==> config.mk <==
export PLATFORM = sky130hd
export DESIGN_NAME = sub5bits_serial
export DESIGN_NICKNAME = d
export VERILOG_FILES = /design/src/rtl/sub_pkg.sv /design/src/rtl/sub5bits_serial_subtractor.sv /design/src/rtl/sub5bits_serial.sv
export SDC_FILE = /design/constraint.sdc
export NUM_CORES = 1
export LEC_CHECK = 0
export BUFFER_PORTS_ARGS = -buffer_cell sky130_fd_sc_hd__buf_4
export CAP_MARGIN = 20
export CORE_MARGIN = 1
export CORE_UTILIZATION = 53
export DETAILED_ROUTE_END_ITERATION = 12
export HOLD_SLACK_MARGIN = 0.08
export PLACE_DENSITY = 0.77
export SYNTH_ARGS = -nofsm -noshare
export SYNTH_HDL_FRONTEND = slang
export SYNTH_SLANG_ARGS = --single-unit
==> constraint.sdc <==
create_clock -name clk -period 1.5 [get_ports clk]
set_input_delay 0.075 -clock clk [delete_from_list [all_inputs] [get_ports clk]]
set_output_delay 0.075 -clock clk [all_outputs]
set_load 0.05 [all_outputs]
==> src/rtl/sub_pkg.sv <==
// Shared definitions for the bit-serial subtractor: FSM state encoding and default width.
package sub_pkg;

   localparam int unsigned DEFAULT_WIDTH = 5;

   typedef enum logic [1:0] {
      IDLE = 2'd0,
      RUN  = 2'd1,
      DONE = 2'd2
   } state_t;

endpackage : sub_pkg

==> src/rtl/sub5bits_serial_subtractor.sv <==
// 1-bit full-subtractor cell, mirror of the adder's full-adder cell.
//   a    : minuend bit
//   b    : subtrahend bit
//   bin  : borrow in
//   bout : borrow out
//   d    : difference bit
module subtractor (
   input  logic a,
   input  logic b,
   input  logic bin,
   output logic bout,
   output logic d
);

   assign d    = a ^ b ^ bin;
   assign bout = (~a & b) | (~(a ^ b) & bin);

endmodule : subtractor

==> src/rtl/sub5bits_serial.sv <==
// Bit-serial subtractor: out = A - B - E, LSB first, one bit per clock.
// Optional build macro SUB5_SATURATE_EN: on underflow the result clamps to 0
// (borrow still reports 1); without it the result wraps modulo 2^WIDTH.
// Ports:
//   clk    : rising-edge clock
//   Reset  : asynchronous active-low reset
//   start  : request, sampled only in IDLE
//   A, B   : minuend / subtrahend, captured on the accepted start edge
//   E      : borrow-in, captured on the accepted start edge
//   stop   : combinational override forcing out/borrow to 0
//   busy   : high in RUN and DONE
//   done   : one-cycle completion pulse
//   out    : held difference
//   borrow : held final borrow-out
module sub5bits_serial
   import sub_pkg::*;
#(
   parameter int unsigned WIDTH = DEFAULT_WIDTH
) (
   input  logic             clk,
   input  logic             Reset,
   input  logic             start,
   input  logic [WIDTH-1:0] A,
   input  logic [WIDTH-1:0] B,
   input  logic             E,
   input  logic             stop,
   output logic             busy,
   output logic             done,
   output logic [WIDTH-1:0] out,
   output logic             borrow
);

   localparam int unsigned CW = $clog2(WIDTH);

   state_t           state, state_nxt;
   logic [CW-1:0]    cnt;
   logic [WIDTH-1:0] a_sr, b_sr, res_sr, out_q;
   logic             br, bout_q;
   logic             load_c, step_c, last_c, d_c, br_nxt_c;
   logic [WIDTH-1:0] result_c;

   // Single cell works on the LSB of the shifting operands.
   subtractor u_cell (
      .a    (a_sr[0]),
      .b    (b_sr[0]),
      .bin  (br),
      .bout (br_nxt_c),
      .d    (d_c)
   );

   assign last_c   = (cnt == CW'(WIDTH - 1));
   assign result_c = {d_c, res_sr[WIDTH-1:1]};

   // State register.
   always_ff @(posedge clk or negedge Reset) begin
      if (!Reset) state <= IDLE;
      else        state <= state_nxt;
   end

   // Next-state and datapath strobes.
   always_comb begin
      state_nxt = state;
      load_c    = 1'b0;
      step_c    = 1'b0;
      case (state)
         IDLE: begin
            if (start) begin
               load_c    = 1'b1;
               state_nxt = RUN;
            end
         end
         RUN: begin
            step_c = 1'b1;
            if (last_c) state_nxt = DONE;
         end
         DONE:    state_nxt = IDLE;
         default: state_nxt = IDLE;
      endcase
   end

   // Operand/result shift registers, running borrow and held outputs.
   always_ff @(posedge clk or negedge Reset) begin
      if (!Reset) begin
         cnt    <= '0;
         a_sr   <= '0;
         b_sr   <= '0;
         res_sr <= '0;
         br     <= 1'b0;
         out_q  <= '0;
         bout_q <= 1'b0;
      end else if (load_c) begin
         cnt    <= '0;
         a_sr   <= A;
         b_sr   <= B;
         res_sr <= '0;
         br     <= E;
      end else if (step_c) begin
         cnt    <= cnt + CW'(1);
         a_sr   <= a_sr >> 1;
         b_sr   <= b_sr >> 1;
         res_sr <= result_c;
         br     <= br_nxt_c;
         if (last_c) begin
`ifdef SUB5_SATURATE_EN
            out_q  <= br_nxt_c ? '0 : result_c;
`else
            out_q  <= result_c;
`endif
            bout_q <= br_nxt_c;
         end
      end
   end

   assign busy   = (state != IDLE);
   assign done   = (state == DONE);
   // stop masks only the visible result; the held registers are untouched.
   assign out    = stop ? '0 : out_q;
   assign borrow = ~stop & bout_q;

endmodule : sub5bits_serial
==> reports/metrics.yaml <==
place:
  gp_congestion: 0.7604
  dpl_cell_area_um2: 1395
  dp_hpwl_um: 1553
  place_inst: 155
  portBuffers: 22
timing:
  min_period_ns: 1.366
  clock_skew_ns: 0.005847
  fin_hold_ws_ns: 0.1496
  finalSetupViolations: 0
  rsz0062_at_grt: "false"
  period_share_pct: 91.06
  hold_viol: 0
  worstMarginPinSlew_ns: 0.3959
  maxSlewViolCount: 0
  setup_tns_ns: 0
  slew_headroom_pct: 73.59
  fmax_mhz: 732.1
power:
  fin_total_pwr_mw: 3.029
  cellLeakagePower_nw: 0.7477
  p_per_area_nw_per_um2: 1938
  peakVddDrop_uv: 1407
critical_path:
  cp_slowest_stage_delay_ns: 0.49
  rr_worst_depth: 4
  required_ns: 1.42
  r2r-end: "out_q[2]"
  startpoint_type: "register"
  crit_path_end_kind: "output pin"
  crit_slowest_cell: "dfrtp_1"
  critPathMaxFanout: 10
  critPathKind: "reg -> out"
  arrival_ns: 1.29
  r2r_slack_ns: 0.18
  r2r-start: "cnt[0]"
  crit_path_cell_trace: "inv_2 > nand2_1 > buf_4"
layout:
  diodes: 0
  area_delta_synth_final_pct: 28.23
  fillers: 144
  drive_gt1_share_pct: 29.66
  fin_cells: 172
  fin_nets: 164
  fin_area_um2: 1563
global_route:
  grt_pass1_vias: 932
  grt_start_max_net_pins: 27
  grt_pass1_wl_um: 4015
  grt_usage_pct: 22.02
  antenna_found_initial: 0
  overflow: 0
yosys:
  postSynthAreaPerCell_um2: 11.28
  synthDistinctLibCells: 29
  syn_nets: 126
  synthCells: 108
  synth_mux_area_share_pct: 5.441
  ys_seq_area_share_pct: 53.39
  ys_seq_elements: 26
  netlist_area_um2: 1219
  synth_compound_area_share_pct: 18.17
  synthAdderAreaFrac_pct: 3.696
  synth_xor_area_share_pct: 0
  synth_top_family_by_area: "compound AO/OA/AOI/OAI gates"
  synth_simple_gate_area_share_pct: 13.45
  ys_warn_count: 0
cts:
  clkSlewWorstSetupHoldPaths_ns: 0.14
  clock-sinks: 26
  clock_path_buffers: 2
  post_cts_buffers: 0
  cts_tree: "done"
  htree_levels: 1
  cts_buffers: 3
  clkLatencyLatePin_ns: 0.32
  cts-root-buf: "clkbuf_4"
worst_hold_path:
  whs_path_depth: 3
  min_to: "b_sr[4]"
  min_path_type: "in -> reg"
  holdCritStartpoint: "start"
run:
  maxCapViolCount: 0
drt:
  vias: 953
  first_iter_violations: 20
  route.detailed.drc: 0
  via_per_inst: 5.541
  routedWlPerCell_um: 14.05
  firstDrtPassIters: 4
  wl_um: 2416
  drtAntennaViolNets: 0
floorplanning:
  core_area_um2: 2062
  boundaryPins: 23
  die_h_um: 49.95
  rows: 16
  start_util_pct: 59.10
  fp.dieArea_um2: 2495
  die_x_um: 49.95
outcome:
  outcome: "completed"
-- flip-flops by register name, summed over array words and instances (netlist names) --
signal,count
state,2
bout_q,1
cnt,3
a_sr,5
br,1
res_sr,4
out_q,5
b_sr,5
-- through the flow --
stage	util, %	setup WS (ns)
after floorplan	-	0.1667
after global placement	67.66	0.2410
after detailed placement	67.66	0.1964
after CTS	75.73	0.06050
after global routing	75.79	0.07553
final	75.79	0.1340
-- synthesized netlist by cell type --
master	number	share of area (%)
a31oi_1	1	0.51
buf_6	2	1.8
a211oi_2	1	1.0
nor2_1	9	2.8
nor2_2	1	0.51
nand2b_4	1	1.1
o21ai_0	3	1.2
a22o_1	5	3.6
nand2b_1	2	1.0
dfrtp_1	26	53
o21ba_2	1	0.82
fa_1	1	1.6
o21a_1	1	0.62
buf_4	2	1.2
mux2_2	5	4.6
a21oi_1	7	2.9
ha_1	2	2.1
nor3_2	1	0.82
nand4b_4	1	2.0
nand2_1	7	2.2
a22oi_1	1	0.62
o32ai_1	1	0.72
inv_2	2	0.62
o211ai_1	1	0.62
o21bai_2	1	0.92
inv_1	7	2.2
o22ai_1	9	4.6
nor2b_1	6	3.1
mux2i_1	1	0.82
-- cell usage in the layout (no fill, tap or decap) --
master	n
a22oi_1	1
a211oi_2	1
o21a_1	1
ha_1	2
nand2_1	7
buf_4	24
a31oi_1	1
mux2_2	5
fa_1	1
a21oi_1	7
nor3_2	1
mux2i_1	1
nor2_2	1
nor2_1	9
nand4b_4	1
o21bai_2	1
a22o_1	5
dfrtp_1	25
dlygate4sd3_1	13
nor2b_1	6
clkbuf_4	3
inv_1	7
nand2b_1	2
o21ai_0	3
clkbuf_8	1
o32ai_1	1
dfrtp_2	1
o21ba_2	1
nand2b_4	1
o211ai_1	1
o22ai_1	9
inv_2	2
-- cell type report --
class                           count  area (um2)  area share, %
Sequential cell                    26       651.9          41.71
Tap cell                           27       33.78          2.162
Multi-Input combinational cell     69       496.7          31.79
Inverter                            9       33.78          2.162
Timing Repair Buffer               37       310.3          19.86
Clock buffer                        4       36.28          2.322
-- how the worst max path moves through the flow --
stage | cells past startpoint | end | start | slack (ns)
final | 3 | busy | state[1] | 0.13
after global routing | 3 | busy | state[1] | 0.08
after CTS | 3 | busy | state[0] | 0.06
after detailed placement | 4 | out_q[2] | cnt[0] | 0.20
after global placement | 4 | out_q[3] | cnt[0] | 0.24
after floorplan | 5 | a_sr[4] | state[0] | 0.17
-- kinds of logic (layout without fill, tap and decap cells) --
group | after synthesis | after routing
DFF | 26 | 26
muxes | 6 | 6
adders and majority gates | 3 | 3
and+or+nand+nor | 28 | 28
AOI/OAI and AO/OA | 32 | 32
buffers and inverters | 13 | 50
-- metal layers --
layer	vias up	wire length, um	global-route usage (%)
met3	4	75	3.704
met1	468	1035	26.56
met2	28	1267	38.06
met4	0	36	10.00
met5	-	0	0
li1	453	-	-
-- power breakdown --
part / leakage (nW) / internal (mW) / switching, mW
logic: 0.407 / 0.656 / 0.758
registers: 0.320 / 1.02 / 0.240
clock network: 0.0210 / 0.148 / 0.201
total: 0.748 / 1.83 / 1.20
-- critical path: cells and delay by family (launching register included) --
kind	cells	cell delay, ns
and+or+nand+nor	1	0.09
DFF	1	0.49
buffers and inverters	2	0.38
-- repair_timing --
| item | in CTS | in global routing |
|---|---|---|
| hold buffers | 13 | 0 |
| endpoints found under the hold margin | 37 | 0 |
| setup endpoints to repair | 0 | 1 |
| resized for setup | 0 | 1 |
(Power assumes the default switching activity.)
